--- config.mk ---
export PLATFORM = sky130hd
export DESIGN_NAME = mseq_frame_ctrl_flat
export DESIGN_NICKNAME = d
export VERILOG_FILES = /design/src/rtl/mseq_pkg.sv /design/src/rtl/mseq_frame_ctrl_if.sv /design/src/rtl/mseq_lfsr15.sv /design/src/rtl/mseq_frame_ctrl.sv /design/src/flat_wrapper.sv
export SDC_FILE = /design/constraint.sdc
export NUM_CORES = 1
export LEC_CHECK = 0
export BUFFER_PORTS_ARGS = -buffer_cell sky130_fd_sc_hd__buf_2
export CAP_MARGIN = 20
export CORE_AREA = 2 2 102 104
export DETAILED_ROUTE_END_ITERATION = 7
export DIE_AREA = 0 0 104 106
export PLACE_DENSITY = 0.7
export SYNTH_ARGS = -nofsm -noshare
export SYNTH_HDL_FRONTEND = slang
export SYNTH_HIERARCHICAL = 1
export SYNTH_SLANG_ARGS = --single-unit
--- constraint.sdc ---
create_clock -name clk -period 2.1 [get_ports clk]
set_input_delay 0.105 -clock clk [delete_from_list [all_inputs] [get_ports clk]]
set_output_delay 0.105 -clock clk [all_outputs]
set_load 0.01 [all_outputs]
--- src/rtl/mseq_pkg.sv ---
// Shared definitions for the m-sequence frame controller: FSM state
// encoding, LFSR geometry and the default (non-zero) LFSR seed.
package mseq_pkg;

    typedef enum logic [2:0] {
        IDLE     = 3'd0,
        LOAD     = 3'd1,
        PREAMBLE = 3'd2,
        PAYLOAD  = 3'd3,
        DONE     = 3'd4
    } state_e;

    // x^15 + x^14 + 1 : feedback taps on bits 14 and 13, output from bit 14
    localparam int                LFSR_W       = 15;
    localparam int                TAP_HI       = 14;
    localparam int                TAP_LO       = 13;
    localparam logic [LFSR_W-1:0] DEFAULT_SEED = 15'h3BBB;

endpackage

--- src/rtl/mseq_frame_ctrl_if.sv ---
// Serial bit stream from the frame controller to the modulator.
//
// Handshake: the master raises bit_valid with bit_out and holds both
// unchanged until a cycle in which bit_ready is also 1; that cycle (and
// only that one) transfers the bit. The slave may drive bit_ready at any
// time, independent of bit_valid.
interface mseq_frame_ctrl_if;
    logic bit_out;
    logic bit_valid;
    logic bit_ready;

    modport master (output bit_out, output bit_valid, input bit_ready);
    modport slave  (input bit_out, input bit_valid, output bit_ready);
endinterface

--- src/rtl/mseq_lfsr15.sv ---
// 15-bit Fibonacci LFSR, x^15 + x^14 + 1. An all-zero seed would lock the
// register, so it is replaced by the default seed on load.
module mseq_lfsr15
    import mseq_pkg::*;
(
    input  logic              clk,
    input  logic              rst,
    input  logic              load,
    input  logic [LFSR_W-1:0] seed,
    input  logic              advance,
    output logic              lfsr_bit
);

    logic [LFSR_W-1:0] lfsr_state;

    // Load has priority over advance; output is always the MSB
    always_ff @(posedge clk) begin
        if (rst) begin
            lfsr_state <= DEFAULT_SEED;
        end else if (load) begin
            lfsr_state <= (seed == '0) ? DEFAULT_SEED : seed;
        end else if (advance) begin
            lfsr_state <= {lfsr_state[LFSR_W-2:0], lfsr_state[TAP_HI] ^ lfsr_state[TAP_LO]};
        end
    end

    assign lfsr_bit = lfsr_state[TAP_HI];

endmodule

--- src/rtl/mseq_frame_ctrl.sv ---
// Frame controller: sends a fixed preamble followed by frame_len LFSR
// payload bits over a valid/ready serial link.
// Optional build macro MSEQ_DIFF_EN: payload bits are differentially
// encoded against the last transmitted payload bit (reference 0 at
// payload entry). The preamble is always sent raw.
module mseq_frame_ctrl
    import mseq_pkg::*;
#(
    parameter int          LEN_W   = 16,
    parameter int          PRE_LEN = 8,
    parameter logic [31:0] PRE_PAT = 32'h0000_00A5
) (
    input  logic               clk,
    input  logic               rst,
    input  logic               start,
    input  logic [LEN_W-1:0]   frame_len,
    input  logic [LFSR_W-1:0]  seed,
    input  logic               abort,
    mseq_frame_ctrl_if.master  bit_if,
    output logic               busy,
    output logic               done,
    output state_e             state_dbg
);

    localparam logic [31:0]      PAT      = PRE_PAT;
    localparam logic [4:0]       PRE_LAST = 5'(PRE_LEN - 1);
    localparam logic [LEN_W-1:0] LEN_ONE  = LEN_W'(1);

    state_e             state;
    logic [4:0]         pre_cnt;
    logic [4:0]         pre_idx;
    logic [LEN_W-1:0]   pay_cnt;
    logic [LEN_W-1:0]   len_q;
    logic [LFSR_W-1:0]  seed_q;
    logic               valid_q;
    logic               hs;
    logic               pre_bit;
    logic               pay_bit;
    logic               out_bit;
    logic               lfsr_bit;
    logic               lfsr_load;
    logic               lfsr_adv;

    assign hs        = valid_q & bit_if.bit_ready;
    assign lfsr_load = (state == LOAD);
    assign lfsr_adv  = (state == PAYLOAD) & hs & ~abort;

    // Preamble goes out MSB first from the low PRE_LEN bits of the pattern
    assign pre_idx = PRE_LAST - pre_cnt;
    assign pre_bit = PAT[pre_idx];

    mseq_lfsr15 u_lfsr (
        .clk      (clk),
        .rst      (rst),
        .load     (lfsr_load),
        .seed     (seed_q),
        .advance  (lfsr_adv),
        .lfsr_bit (lfsr_bit)
    );

`ifdef MSEQ_DIFF_EN
    logic diff_ref;

    // Last transmitted payload bit; held at 0 outside PAYLOAD
    always_ff @(posedge clk) begin
        if (rst) begin
            diff_ref <= 1'b0;
        end else if (state != PAYLOAD) begin
            diff_ref <= 1'b0;
        end else if (hs) begin
            diff_ref <= out_bit;
        end
    end

    assign pay_bit = lfsr_bit ^ diff_ref;
`else
    assign pay_bit = lfsr_bit;
`endif

    // Output bit is a pure decode of registers, so it cannot change while stalled
    assign out_bit = valid_q & ((state == PAYLOAD) ? pay_bit : pre_bit);

    assign bit_if.bit_out   = out_bit;
    assign bit_if.bit_valid = valid_q;
    assign state_dbg        = state;

    // Frame FSM: reset beats abort, abort beats start and handshakes
    always_ff @(posedge clk) begin
        if (rst) begin
            state   <= IDLE;
            pre_cnt <= '0;
            pay_cnt <= '0;
            len_q   <= '0;
            seed_q  <= DEFAULT_SEED;
            valid_q <= 1'b0;
            busy    <= 1'b0;
            done    <= 1'b0;
        end else if (abort) begin
            state   <= IDLE;
            pre_cnt <= '0;
            pay_cnt <= '0;
            valid_q <= 1'b0;
            busy    <= 1'b0;
            done    <= 1'b0;
        end else begin
            done <= 1'b0;
            case (state)
                IDLE: begin
                    if (start) begin
                        state  <= LOAD;
                        len_q  <= frame_len;
                        seed_q <= seed;
                        busy   <= 1'b1;
                    end
                end
                LOAD: begin
                    state   <= PREAMBLE;
                    pre_cnt <= '0;
                    valid_q <= 1'b1;
                end
                PREAMBLE: begin
                    if (hs) begin
                        if (pre_cnt == PRE_LAST) begin
                            pre_cnt <= '0;
                            pay_cnt <= '0;
                            if (len_q == '0) begin
                                state   <= DONE;
                                valid_q <= 1'b0;
                                done    <= 1'b1;
                            end else begin
                                state <= PAYLOAD;
                            end
                        end else begin
                            pre_cnt <= pre_cnt + 5'd1;
                        end
                    end
                end
                PAYLOAD: begin
                    if (hs) begin
                        // compare against len-1 so the counter never wraps
                        if (pay_cnt == len_q - LEN_ONE) begin
                            state   <= DONE;
                            valid_q <= 1'b0;
                            done    <= 1'b1;
                            pay_cnt <= '0;
                        end else begin
                            pay_cnt <= pay_cnt + LEN_ONE;
                        end
                    end
                end
                DONE: begin
                    state <= IDLE;
                    busy  <= 1'b0;
                end
                default: begin
                    state   <= IDLE;
                    valid_q <= 1'b0;
                    busy    <= 1'b0;
                end
            endcase
        end
    end

endmodule

--- src/flat_wrapper.sv ---
// flat-port wrapper written by rule: the top's interface ports become plain ports
module mseq_frame_ctrl_flat import mseq_pkg::*;
#(
    parameter int          LEN_W   = 16,
    parameter int          PRE_LEN = 8,
    parameter logic [31:0] PRE_PAT = 32'h0000_00A5
)
  (clk, rst, start, frame_len, seed, abort, busy, done, state_dbg, bit_if_bit_out, bit_if_bit_valid, bit_if_bit_ready);
  mseq_frame_ctrl_if bit_if_i ();
  input  logic clk;
  input  logic rst;
  input  logic start;
  input  logic [LEN_W-1:0] frame_len;
  input  logic [LFSR_W-1:0] seed;
  input  logic abort;
  output logic busy;
  output logic done;
  output state_e state_dbg;
  output wire logic [$bits(bit_if_i.bit_out)-1:0] bit_if_bit_out;
  output wire logic [$bits(bit_if_i.bit_valid)-1:0] bit_if_bit_valid;
  input wire logic [$bits(bit_if_i.bit_ready)-1:0] bit_if_bit_ready;
  assign bit_if_bit_out = bit_if_i.bit_out;
  assign bit_if_bit_valid = bit_if_i.bit_valid;
  assign bit_if_i.bit_ready = bit_if_bit_ready;
  mseq_frame_ctrl #(.LEN_W(LEN_W), .PRE_LEN(PRE_LEN), .PRE_PAT(PRE_PAT)) u_core (.clk(clk), .rst(rst), .start(start), .frame_len(frame_len), .seed(seed), .abort(abort), .bit_if(bit_if_i), .busy(busy), .done(done), .state_dbg(state_dbg));
endmodule
==> summary.md, run 1 <==
| Metric | Value |
|---|---|
| Status | complete, but fails checks |
| Failing checks | negative setup slack |
| Syn nets | ~510 |
| H-tree depth | 3 |
| Drt wl/cell | 14.1 um |
| Vias per inst | about 5.2 |
| DRC Markers | 0 |
| FF+latch count, synth | 73 |
| Tmin final | approximately 2.3 ns |
| Fmax | approximately 0.43 GHz |
| Fraction of registers with async set/reset | 0% |
| Largest net degree at the start of global routing | 57 |
| Multi-input gate area | about 2400 sq um |
| GRT Util Overall | between 10% and 20% |
| Sequential cell area | around 1500 sq um |
| Drt initial violations | roughly 150 |
| Clock tree buffer depth | 2 |
| Clk sinks | 73 |
| Layout area overhead | 31.4% |
| Worst-margin pin slew | slightly above 0.5 ns |
| Initial core utilization | between 30% and 40% |
| Port bufs | 42 |
| Slew HR | approximately two thirds |
| Power Total | 3.20 mW |
| Slew Limit Fails | 0 |
| Buf/Inv on CP | 0 |
| Data required time at the worst endpoint | ~2.4 ns |
| Worst Hold Class | input pin to register |
| Die area | roughly 11000 sq um |
| RSZ-0062 raised after global routing | true |
| WP data arrival | about 2.6 ns |
| Filler cells | roughly 960 |
| Core area | about 10000 sq um |
| Internal power | between 2 and 2.5 mW |
| Dpl cell area | between 4000 and 5000 sq um |
| Synth warn | 6 |
| Fin crit share | 111% |
| CP max stage delay | 0.55 ns |
| Final Instance Area | slightly above 5000 sq um |
| Routed vias | 3731 |
| I/O pin count | 43 |
| Combinational power share | 15.8% |
| Root buf cell | clkbuf_8 |
| Cell family with most CP delay | simple AND/OR/NAND/NOR gates |
| Crit path cell chain | or4_4 > or3_4 > a211oi_4 > o221ai_4 > or4_4 > a21oi_2 |
| Count of cell types in the netlist | 55 |
| Final Hold Fails | 0 |
| Clock Skews | around 0.007 ns |
| CP max FO | 5 |
| Setup violations, final | 21 |
| Post-Syn Area per Cell | a little over 8 sq um |
| Reg clk slew, reported paths | ~0.08 ns |
| Inserted Clock Buffers | 9 |
| Mapped Cells | between 400 and 500 |
| Clock power share | a little under two fifths |
| Leakage | 2.02 nW |
| Worst-skew pair later-pin latency | ~0.35 ns |
| Netlist Area Pre-Place | between 3000 and 4000 sq um |
| Worst slack at placement | -0.185 ns |
| Crit Path Class | register to register |
| Reg power frac | between 40% and 50% |
| Dpl hpwl | around 7 mm |
| Post-synthesis sequential area ratio | 37.4% |
| Antenna cells | 0 |
| NetSw | between 0.8 and 0.9 mW |
| Drt total wl | ~10 mm |
| Most frequent CP cell | or4_4 |
| CTS tree | yes |
| Die Y | 106 um |
| Predominant post-synthesis flop cell | dfxtp_1 |
| CP startpoint kind | register |
| Vias in the first global route | 3673 |
| Max-cap violations | 0 |
| DRT antenna net count | 0 |
| GRT overflow | 0 |
| Worst vdd ir | roughly 530 uV |
| First-pass GRT wire length | between 15 and 20 mm |
| Fin nets | 610 |
| Share of cells above drive strength 1 | 24.0% |
| Initial antenna violation count | 0 |
| CP endpoint kind | register |
| EDFF count, synth | 0 |
| Worst path slowest cell | or4_4 |
| Cell area power density | approximately 620 nW/um^2 |
| Final worst slack | -0.234 ns |
| Pre-antenna DRT Iters | 4 |
| Sw frac | approximately a quarter |
| RePlAce Congestion | 0.877 |
| Die X | ~100 um |
| Cell Rows | 37 |
## power groups by stage
stage	clock, mW	combinational, mW	sequential [mW]
4_1_cts	1.25	0.464	1.48
2_1_floorplan	0	0.257	1.51
3_3_place_gp	0	0.410	1.51
5_1_grt	1.31	0.556	1.48
6_report	1.22	0.505	1.48
3_5_place_dp	0	0.420	1.51
## sequential cells by signal, summed over array words and instances (netlist names)
| signal | flops |
|---|---|
| u_core/len_q | 16 |
| u_core/done | 1 |
| u_core/state_dbg | 3 |
| u_core/pre_cnt | 5 |
| u_core/u_lfsr/lfsr_state | 15 |
| u_core/pay_cnt | 16 |
| u_core/seed_q | 15 |
| u_core/bit_if.bit_valid | 1 |
| u_core/busy | 1 |
## layer usage
metal,part of all wire (%),up-vias,track usage [%]
li1,-,1889,-
met1,44,1754,20.9
met2,51,70,33.9
met3,3.8,18,4.41
met4,1.5,0,4.54
met5,0,-,0
## cell type report
type | count | share of cell area, %
timing repair buffer | 116 | 16.6
clock buffer | 10 | 2.49
clock inverter | 6 | 1.76
inverter | 8 | 0.585
tap | 136 | 3.32
multi-input combinational | 362 | 46.7
sequential | 73 | 28.6
## logic make-up (layout without fill, tap and decap cells)
kind of cell	after synthesis	count (layout)	share of synthesized area [%]
buffers and inverters	37	140	3.94
DFF	73	73	37.4
AOI/OAI and AO/OA	109	109	18.4
muxes	12	12	3.24
adders and majority gates	4	4	1.28
xor gates and xnor gates	36	36	8.08
and+or+nand+nor	201	201	27.7
## through the flow
stage               utilization (%)  setup TNS (ns)  cells  hold slack, ns
global placement               45.2           -2.27    664           0.313
CTS                            50.4           -3.81    709          0.0123
global route                   51.3           -5.70    711          0.0166
finish                         51.3           -3.63    711          0.0229
floorplan                         -           -2.11    472           0.211
detailed placement             45.2           -3.33    664           0.321
## cell usage after synthesis, types with 3 or more instances
| cell type | instances | area share, % |
|---|---|---|
| nor2_1 | 28 | 2.7 |
| nor3b_1 | 13 | 2.5 |
| ha_1 | 4 | 1.3 |
| nand4_1 | 7 | 1.1 |
| o21ai_0 | 8 | 1.0 |
| nand2_1 | 81 | 7.8 |
| or4_1 | 3 | 0.58 |
| nand3b_1 | 12 | 2.3 |
| nor3_1 | 8 | 1.0 |
| mux2i_1 | 7 | 1.8 |
| xnor2_1 | 14 | 3.1 |
| a211oi_1 | 17 | 3.3 |
| a21oi_1 | 48 | 6.2 |
| nand3_1 | 15 | 1.9 |
| clkbuf_1 | 22 | 2.1 |
| and3_1 | 8 | 1.3 |
| inv_1 | 8 | 0.77 |
| mux2_2 | 5 | 1.4 |
| xor2_1 | 22 | 4.9 |
| buf_2 | 6 | 0.77 |
| nor4_1 | 7 | 1.1 |
| nor4_4 | 3 | 1.6 |
| dfxtp_1 | 73 | 37 |
| o31ai_1 | 4 | 0.77 |
| a22oi_1 | 11 | 2.1 |
## path summary, 6_finish.rpt
check             depth (start not counted)  slack, ns                to            start
setup / recovery                          6      -0.23       u_core/done  u_core/len_q[6]
hold / removal                            3       0.02  u_core/len_q[15]    frame_len[15]
setup reg to reg                          6      -0.23       u_core/done  u_core/len_q[6]
hold reg to reg                           1       0.48       u_core/busy      u_core/busy
## layout by cell type (no fill, tap or decap), drive strengths merged, types with 2 or more instances in the layout
cell type,synthesis,routed
a211o,2,2
a211oi,18,18
a21boi,3,3
a21o,2,2
a21oi,48,48
a22oi,11,11
and2,2,2
and3,8,8
and4,2,2
buf,7,87
bufinv,0,2
clkbuf,22,10
dfxtp,73,73
dlygate4sd3,0,29
ha,4,4
inv,8,10
mux2,5,5
mux2i,7,7
nand2,81,81
nand3,15,15
nand3b,12,12
nand4,8,8
nor2,29,29
nor3,8,8
nor3b,13,13
nor4,10,10
o21a,2,2
o21ai,8,8
o311ai,2,2
o31ai,5,5
or2,2,2
or3,2,2
or4,4,4
xnor2,14,14
xor2,22,22
## worst min-delay path, cell delays in order
cell     delay [ns]
buf_2          0.11
nand2_1        0.05
a21oi_1        0.05
## repair_timing
item | 4_1_cts | 5_1_grt
endpoints found under the setup margin | 21 | 21
gates resized for setup | 4 | 13
hold buffers | 29 | 0
pin swaps | 0 | 3
buffers inserted | 0 | 2
hold endpoints to repair | 29 | 0
(Power assumes the default switching activity.)
==> run 2, diff against run 1 <==
--- a/config.mk
+++ b/config.mk
@@ -11,6 +11,7 @@
 export DETAILED_ROUTE_END_ITERATION = 7
 export DIE_AREA = 0 0 104 106
 export PLACE_DENSITY = 0.7
+export REMOVE_ABC_BUFFERS = 1
 export SYNTH_ARGS = -nofsm -noshare
 export SYNTH_HDL_FRONTEND = slang
 export SYNTH_HIERARCHICAL = 1
==> run 2 against run 1 <==
Against the previous run:
- largest cell class unchanged
- setup slack got worse by 0.025 ns
- clock skew about the same
- the run still ends with negative setup slack left
- total power is 4.7% lower
- critical endpoint is now u_core/pay_cnt[1]
==> summary.md, run 2 (synthesis gave the netlist of run 1 again) <==
| Metric | Value |
|---|---|
| Worst vdd ir | 360 uV (was 533 uV) |
| Core area | 10000 sq um (unchanged) |
| Fin nets | 614 (was 610) |
| Fin crit share | 112% (was 111%) |
| Worst-margin pin slew | 0.557 ns (was 0.517 ns) |
| Die area | 11000 sq um (unchanged) |
| GRT overflow | 0 (unchanged) |
| Status | complete, but fails checks (unchanged) |
| Pre-antenna DRT Iters | 5 (was 4) |
| Clock tree buffer depth | 2 (unchanged) |
| Layout area overhead | 30.8% (was 31.4%) |
| CP startpoint kind | register (unchanged) |
| Clock Skews | 0.00723 ns (was 0.00706 ns) |
| Cell Rows | 37 (unchanged) |
| Power Total | 3.05 mW (was 3.20 mW) |
| CP max FO | 9 (was 5) |
| Regs by FF count | u_core/len_q x16, u_core/pay_cnt x16 (unchanged) |
| Vias in the first global route | 3540 (was 3673) |
| Worst reg-to-reg setup slack | -0.26 ns (was -0.23 ns) |
| Final worst slack | -0.258 ns (was -0.234 ns) |
| Routed vias | 3736 (was 3731) |
| Vias per inst | 5.23 (was 5.25) |
| Tmin final | 2.36 ns (was 2.33 ns) |
| WHS | 0.00206 ns (was 0.0229 ns) |
| Die X | 104 um (unchanged) |
| Slew HR | 62.7% (was 65.5%) |
| Largest net degree at the start of global routing | 54 (was 57) |
| Final Instance Area | 5110 sq um (was 5130 sq um) |
| Failing checks | negative setup slack (unchanged) |
| Worst-skew pair later-pin latency | 0.36 ns (was 0.35 ns) |
| Setup violations, final | 21 (unchanged) |
| Drt total wl | 9.99 mm (was 10.0 mm) |
| Initial antenna violation count | 0 (unchanged) |
| Most common cell after layout, fill and taps aside | nand2_1 (unchanged) |
| Post-Route Setup TNS | -5.06 ns (was -3.63 ns) |
| Cell area power density | 598 nW/um^2 (was 624 nW/um^2) |
| DRT antenna net count | 0 (unchanged) |
| Dpl cell area | 4560 sq um (was 4520 sq um) |
| H-tree depth | 3 (unchanged) |
| CP max stage delay | 0.55 ns (about the same) |
| CP endpoint kind | register (unchanged) |
| Drt initial violations | 248 (was 145) |
| Crit path cell chain | or4_4 > or3_4 > a211oi_4 > o221ai_4 > o31ai_4 > buf_6 > o22ai_1 (was or4_4 > or3_4 > a211oi_4 > o221ai_4 > or4_4 > a21oi_2) |
| Reg clk slew, reported paths | 0.08 ns (about the same) |
| Leakage | 2.02 nW (about the same) |
| Crit Path Class | register to register (unchanged) |
| Max-cap violations | 0 (unchanged) |
| Final Hold Fails | 0 (unchanged) |
| Antenna cells | 0 (unchanged) |
| GRT Util Overall | 18.3% (was 18.2%) |
| Commonest cells after routing, fill and taps aside | nand2_1 (81), dfxtp_1 (72), buf_4 (49) (was nand2_1 (80), dfxtp_1 (70), a21oi_1 (45)) |
| Fmax | 0.424 GHz (was 0.429 GHz) |
| Filler cells | 942 (was 958) |
| Clk sinks | 73 (unchanged) |
| First-pass GRT wire length | 16.4 mm (was 16.6 mm) |
| Slew Limit Fails | 0 (unchanged) |
| Initial core utilization | 39.0% (unchanged) |
| Worst Hold Class | input pin to register (unchanged) |
| Share of cells above drive strength 1 | 24.0% (about the same) |
| RePlAce Congestion | 0.853 (was 0.877) |
| DRC Markers | 0 (unchanged) |
| I/O pin count | 43 (unchanged) |
| WP data arrival | 2.60 ns (was 2.61 ns) |
| Die Y | 106 um (unchanged) |
| Port bufs | 42 (unchanged) |
| Root buf cell | clkbuf_8 (unchanged) |
| Inserted Clock Buffers | 9 (unchanged) |
| RSZ-0062 raised after global routing | true (unchanged) |
| Dpl hpwl | 6.92 mm (was 6.99 mm) |
| Worst path slowest cell | or4_4 (unchanged) |
| Fin util | 51.1% (was 51.3%) |
| CTS tree | yes (unchanged) |
| Drt wl/cell | 14.0 um (was 14.1 um) |
| Data required time at the worst endpoint | 2.34 ns (was 2.38 ns) |
-- run 2: area by class of cell --
type / instances / area [sq um] / share of cell area (%)
inverter: 8 / 30.0 / 0.588
multi-input combinational: 362 / 2370 / 46.4
clock inverter: 5 / 56.3 / 1.10
timing repair buffer: 120 / 880 / 17.2
sequential: 73 / 1460 / 28.6
clock buffer: 10 / 138 / 2.69
tap: 136 / 170 / 3.33
-- run 2: repair_timing --
item / in CTS / in global routing
resized for setup: 6 / 9
hold endpoints to repair: 27 / 0
pin swaps: 1 / 3
setup buffers: 1 / 0
endpoints found under the setup margin: 21 / 21
hold buffers: 27 / 0
-- run 2: where the power goes --
| group | switching, mW | internal, mW |
|---|---|---|
| registers | 0.0456 | 1.43 |
| logic | 0.242 | 0.238 |
| clock network | 0.522 | 0.572 |
-- run 2: final timing paths --
check / from / endpoint / depth (start not counted)
worst max register to register: u_core/len_q[0] / u_core/pay_cnt[1] / 7
worst min-delay path: frame_len[2] / u_core/len_q[2] / 3
worst min register to register: u_core/busy / u_core/busy / 1
worst max-delay path: u_core/len_q[0] / u_core/pay_cnt[1] / 7
-- run 2: worst max-delay path: cells and delay by family, from the launching register on --
| kind | cells | cell delay (ns) |
|---|---|---|
| AO/OA/AOI/OAI | 4 | 0.81 |
| buffers and inverters | 1 | 0.18 |
| flip-flops | 1 | 0.34 |
| AND/OR/NAND/NOR | 2 | 0.92 |
-- run 2: metrics by stage --
stage | worst slack (ns) | std cells
final | -0.258 | 714
after CTS | -0.223 | 714
after global placement | -0.207 | 671
after global routing | -0.333 | 714
after detailed placement | -0.249 | 671
after floorplan | -1.02 | 443
-- run 2: routing by layer --
metal	track usage, %	up-vias	share of wire, %
met5	0	-	0
met4	7.14	0	1.9
met3	3.37	16	3.5
met2	31.5	67	50
met1	22.9	1760	44
li1	-	1893	-
==> run 3, diff against run 2 <==
--- a/config.mk
+++ b/config.mk
@@ -7,12 +7,11 @@
 export LEC_CHECK = 0
 export BUFFER_PORTS_ARGS = -buffer_cell sky130_fd_sc_hd__buf_2
 export CAP_MARGIN = 20
-export CORE_AREA = 2 2 102 104
+export CORE_AREA = 2 2 101 103
 export DETAILED_ROUTE_END_ITERATION = 7
-export DIE_AREA = 0 0 104 106
+export DIE_AREA = 0 0 103 105
 export PLACE_DENSITY = 0.7
 export REMOVE_ABC_BUFFERS = 1
 export SYNTH_ARGS = -nofsm -noshare
 export SYNTH_HDL_FRONTEND = slang
-export SYNTH_HIERARCHICAL = 1
 export SYNTH_SLANG_ARGS = --single-unit
==> run 3 against run 2 <==
Against the previous run:
- largest power group unchanged
- total power rose by 1.6%
- the run still ends with negative setup slack left
- largest cell class unchanged
- setup slack improved by 0.060 ns
- critical path type unchanged
- area after synthesis fell by 2.1%
==> summary.md, run 3 <==
| Metric | Value |
|---|---|
| Fraction of registers with async set/reset | 0% (unchanged) |
| Combinational power share | 19.8% (was 15.7%) |
| Failing checks | negative setup slack (unchanged) |
| WHS | 0.0442 ns (was 0.00206 ns) |
| Max Used Layer | met4 (unchanged) |
| GRT overflow | 0 (unchanged) |
| Mapped Cells | 485 (was 472) |
| Yosys top cell by area | dfxtp_1 (unchanged) |
| Sequential cell area | 1460 sq um (about the same) |
| GRT Util Overall | 19.8% (was 18.3%) |
| Pre-antenna DRT Iters | 7 (was 5) |
| First-pass GRT wire length | 17.2 mm (was 16.4 mm) |
| Sw frac | 29.1% (was 26.5%) |
| Top cells by count, synth | nand2_1 (82), dfxtp_1 (73), nor2_1 (54) (was nand2_1 (81), dfxtp_1 (73), a21oi_1 (48)) |
| Met2 wire len | 5.09 mm (was 5.04 mm) |
| WHS Endpoint | u_core.busy (was u_core/len_q[2]) |
| Antenna cells | 0 (unchanged) |
| Share of the synthesized area in the top cell type | 38.3% (was 37.4%) |
| Clk sinks | 73 (unchanged) |
| Die area | 10800 sq um (was 11000 sq um) |
| Dpl cell area | 4420 sq um (was 4560 sq um) |
| Filler cells | 882 (was 942) |
| Most common cell after layout, fill and taps aside | nand2_1 (unchanged) |
| Clock power share | 32.2% (was 35.8%) |
| Slew Limit Fails | 0 (unchanged) |
| Synth warn | 0 (was 6) |
| Dpl hpwl | 6.96 mm (was 6.92 mm) |
| Initial antenna violation count | 0 (unchanged) |
| Worst-margin pin slew | 0.477 ns (was 0.557 ns) |
| Worst-skew pair later-pin latency | 0.37 ns (was 0.36 ns) |
| Worst slack at placement | -0.375 ns (was -0.249 ns) |
| Top cells by area in the synthesized netlist | dfxtp_1 (38%), nand2_1 (8.1%), xnor2_1 (5.5%) (was dfxtp_1 (37%), nand2_1 (7.8%), a21oi_1 (6.2%)) |
| Worst reg-to-reg setup slack | -0.20 ns (was -0.26 ns) |
| Clock Skews | 0.0128 ns (was 0.00723 ns) |
| Final std cells w/o fill | 725 (was 714) |
| Placed cell count | 676 (was 671) |
| CP max FO | 12 (was 9) |
| Post-Syn Area per Cell | 7.88 sq um (was 8.27 sq um) |
| Drt initial violations | 219 (was 248) |
| Data required time at the worst endpoint | 2.36 ns (was 2.34 ns) |
| Reg clk slew, reported paths | 0.08 ns (about the same) |
| Die X | 103 um (was 104 um) |
| Internal power | 2.20 mW (was 2.24 mW) |
| EDFF count, synth | 0 (unchanged) |
| Worst Hold Class | input pin to register (unchanged) |
| Final Instance Area | 5070 sq um (was 5110 sq um) |
| Drt wl/cell | 14.0 um (about the same) |
| Fin crit share | 109% (was 112%) |
| Multi-input gate area | 2320 sq um (was 2370 sq um) |
| Core area | 9640 sq um (was 10000 sq um) |
| Met3 WL post-DR | 401 um (was 351 um) |
| NetSw | 0.903 mW (was 0.810 mW) |
| Inserted Clock Buffers | 9 (unchanged) |
| RR Startpoint | u_core.len_q[1] (was u_core/len_q[0]) |
| Port bufs | 42 (unchanged) |
| Clock tree buffer depth | 2 (unchanged) |
| Die Y | 105 um (was 106 um) |
| Hold Startpoint | start (was frame_len[2]) |
| Leakage | 1.99 nW (was 2.02 nW) |
| RSZ-0062 raised after global routing | true (unchanged) |
| WP data arrival | 2.55 ns (was 2.60 ns) |
| Crit Path Class | register to register (unchanged) |
| Vias per inst | 5.36 (was 5.23) |
| Routed vias | 3884 (was 3736) |
| Predominant post-synthesis flop cell | dfxtp_1 (unchanged) |
| Tmin final | 2.30 ns (was 2.36 ns) |
| Metal-1 WL | 4.46 mm (was 4.41 mm) |
| CP startpoint kind | register (unchanged) |
| Worst vdd ir | 500 uV (was 360 uV) |
| Root buf cell | clkbuf_8 (unchanged) |
| Slew HR | 68.0% (was 62.7%) |
| Status | complete, but fails checks (unchanged) |
| Fin nets | 629 (was 614) |
| Layout area overhead | 32.8% (was 30.8%) |
| FF+latch count, synth | 73 (unchanged) |
| FF-to-FF path depth | 8 (was 7) |
| Share of cells above drive strength 1 | 23.0% (was 24.0%) |
| H-tree depth | 3 (unchanged) |
| DRC Markers | 0 (unchanged) |
| RR Endpoint | u_core.pay_cnt[10] (was u_core/pay_cnt[1]) |
| Count of cell types in the netlist | 56 (was 55) |
| CP endpoint kind | register (unchanged) |
| Power Total | 3.10 mW (was 3.05 mW) |
| Regs by FF count | u_core.len_q x16, u_core.pay_cnt x16 (was u_core/len_q x16, u_core/pay_cnt x16) |
| Commonest cells after routing, fill and taps aside | nand2_1 (82), dfxtp_1 (71), nor2_1 (53) (was nand2_1 (81), dfxtp_1 (72), buf_4 (49)) |
| Max-cap violations | 0 (unchanged) |
| Drt total wl | 10.2 mm (was 9.99 mm) |
| DRT antenna net count | 0 (unchanged) |
| Final Hold Fails | 0 (unchanged) |
| Post-synthesis sequential area ratio | 38.3% (was 37.4%) |
| Reg power frac | 47.9% (was 48.4%) |
| Vias in the first global route | 3670 (was 3540) |
| Initial core utilization | 39.6% (was 39.0%) |
| Cell area power density | 611 nW/um^2 (was 598 nW/um^2) |
| Cell Rows | 36 (was 37) |
| Fin util | 52.6% (was 51.1%) |
| Setup violations, final | 21 (unchanged) |
| I/O pin count | 43 (unchanged) |
| Fmax | 0.435 GHz (was 0.424 GHz) |
| Post-Route Setup TNS | -3.24 ns (was -5.06 ns) |
| Top-count cell post-synth | nand2_1 (unchanged) |
| Min-Delay Path Depth | 3 (unchanged) |
| Largest net degree at the start of global routing | 48 (was 54) |
| Final worst slack | -0.198 ns (was -0.258 ns) |
| Netlist Area Pre-Place | 3820 sq um (was 3900 sq um) |
| CTS tree | yes (unchanged) |
| RePlAce Congestion | 0.891 (was 0.853) |
## run 3: changes by cell type after synthesis, moves of 11 or more
cell      before  now
a22oi_1       11    0
xor2_1        22   11
a211oi_1      17    0
o22ai_1        1   14
nor2_1        28   54
nor3b_1       13    1
## run 3: cell families (layout without fill, tap and decap cells)
family	count (synthesis)	after routing	share of synthesized area, %
buf+inv	42	149	4.59
xor+xnor	35	35	8.02
simple gates	225	225	29.1
mux	5	5	1.31
fa+ha+maj	5	5	1.64
flops	73	73	38.3
compound gates	100	100	17.1
## run 3: worst max-delay path, stage by stage (launching register included)
cell and delay [ns]:
dfxtp_2 0.34, or4_4 0.56, o311ai_4 0.27, o22ai_2 0.14
nor4b_4 0.29, nand4_4 0.19, a21oi_4 0.20, buf_12 0.15
nor2_1 0.05
## run 3: area by class of cell
type                    count  area share, %
clock buffers              10           2.71
clock inverters             5          0.642
flip-flops and latches     73           28.9
multi-input cells         370           45.8
inverters                  12          0.888
repair buffers            122           17.8
well taps                 133           3.28
## run 3: routing by layer
layer	vias to the layer above	track usage (%)
met2	100	32.4
met1	1853	25.3
met5	-	0
li1	1914	-
met4	0	8.83
met3	17	3.08
## run 3: what timing repair did
item	CTS	global route
setup endpoints to repair	21	21
gates resized for setup	13	12
hold buffers	31	0
setup buffers	3	0
hold endpoints to repair	31	0
pin swaps	12	6
## run 3: how the worst max path moves through the flow
stage | from | cells past startpoint | end
floorplan | u_core.state_dbg[0] | 6 | u_core.u_lfsr.lfsr_state[0]
global placement | u_core.len_q[0] | 7 | u_core.pay_cnt[13]
detailed placement | u_core.len_q[0] | 7 | u_core.pay_cnt[10]
CTS | u_core.len_q[1] | 8 | u_core.pay_cnt[10]
global route | u_core.len_q[0] | 11 | u_core.pay_cnt[10]
finish | u_core.len_q[1] | 8 | u_core.pay_cnt[10]
## run 3: power by group through the flow
stage | Combinational, mW | Sequential, mW | Clock (mW)
floorplan | 0.303 | 1.52 | 0
global placement | 0.498 | 1.51 | 0
detailed placement | 0.511 | 1.52 | 0
CTS | 0.587 | 1.49 | 1.02
global route | 0.673 | 1.49 | 1.08
finish | 0.615 | 1.49 | 1.00
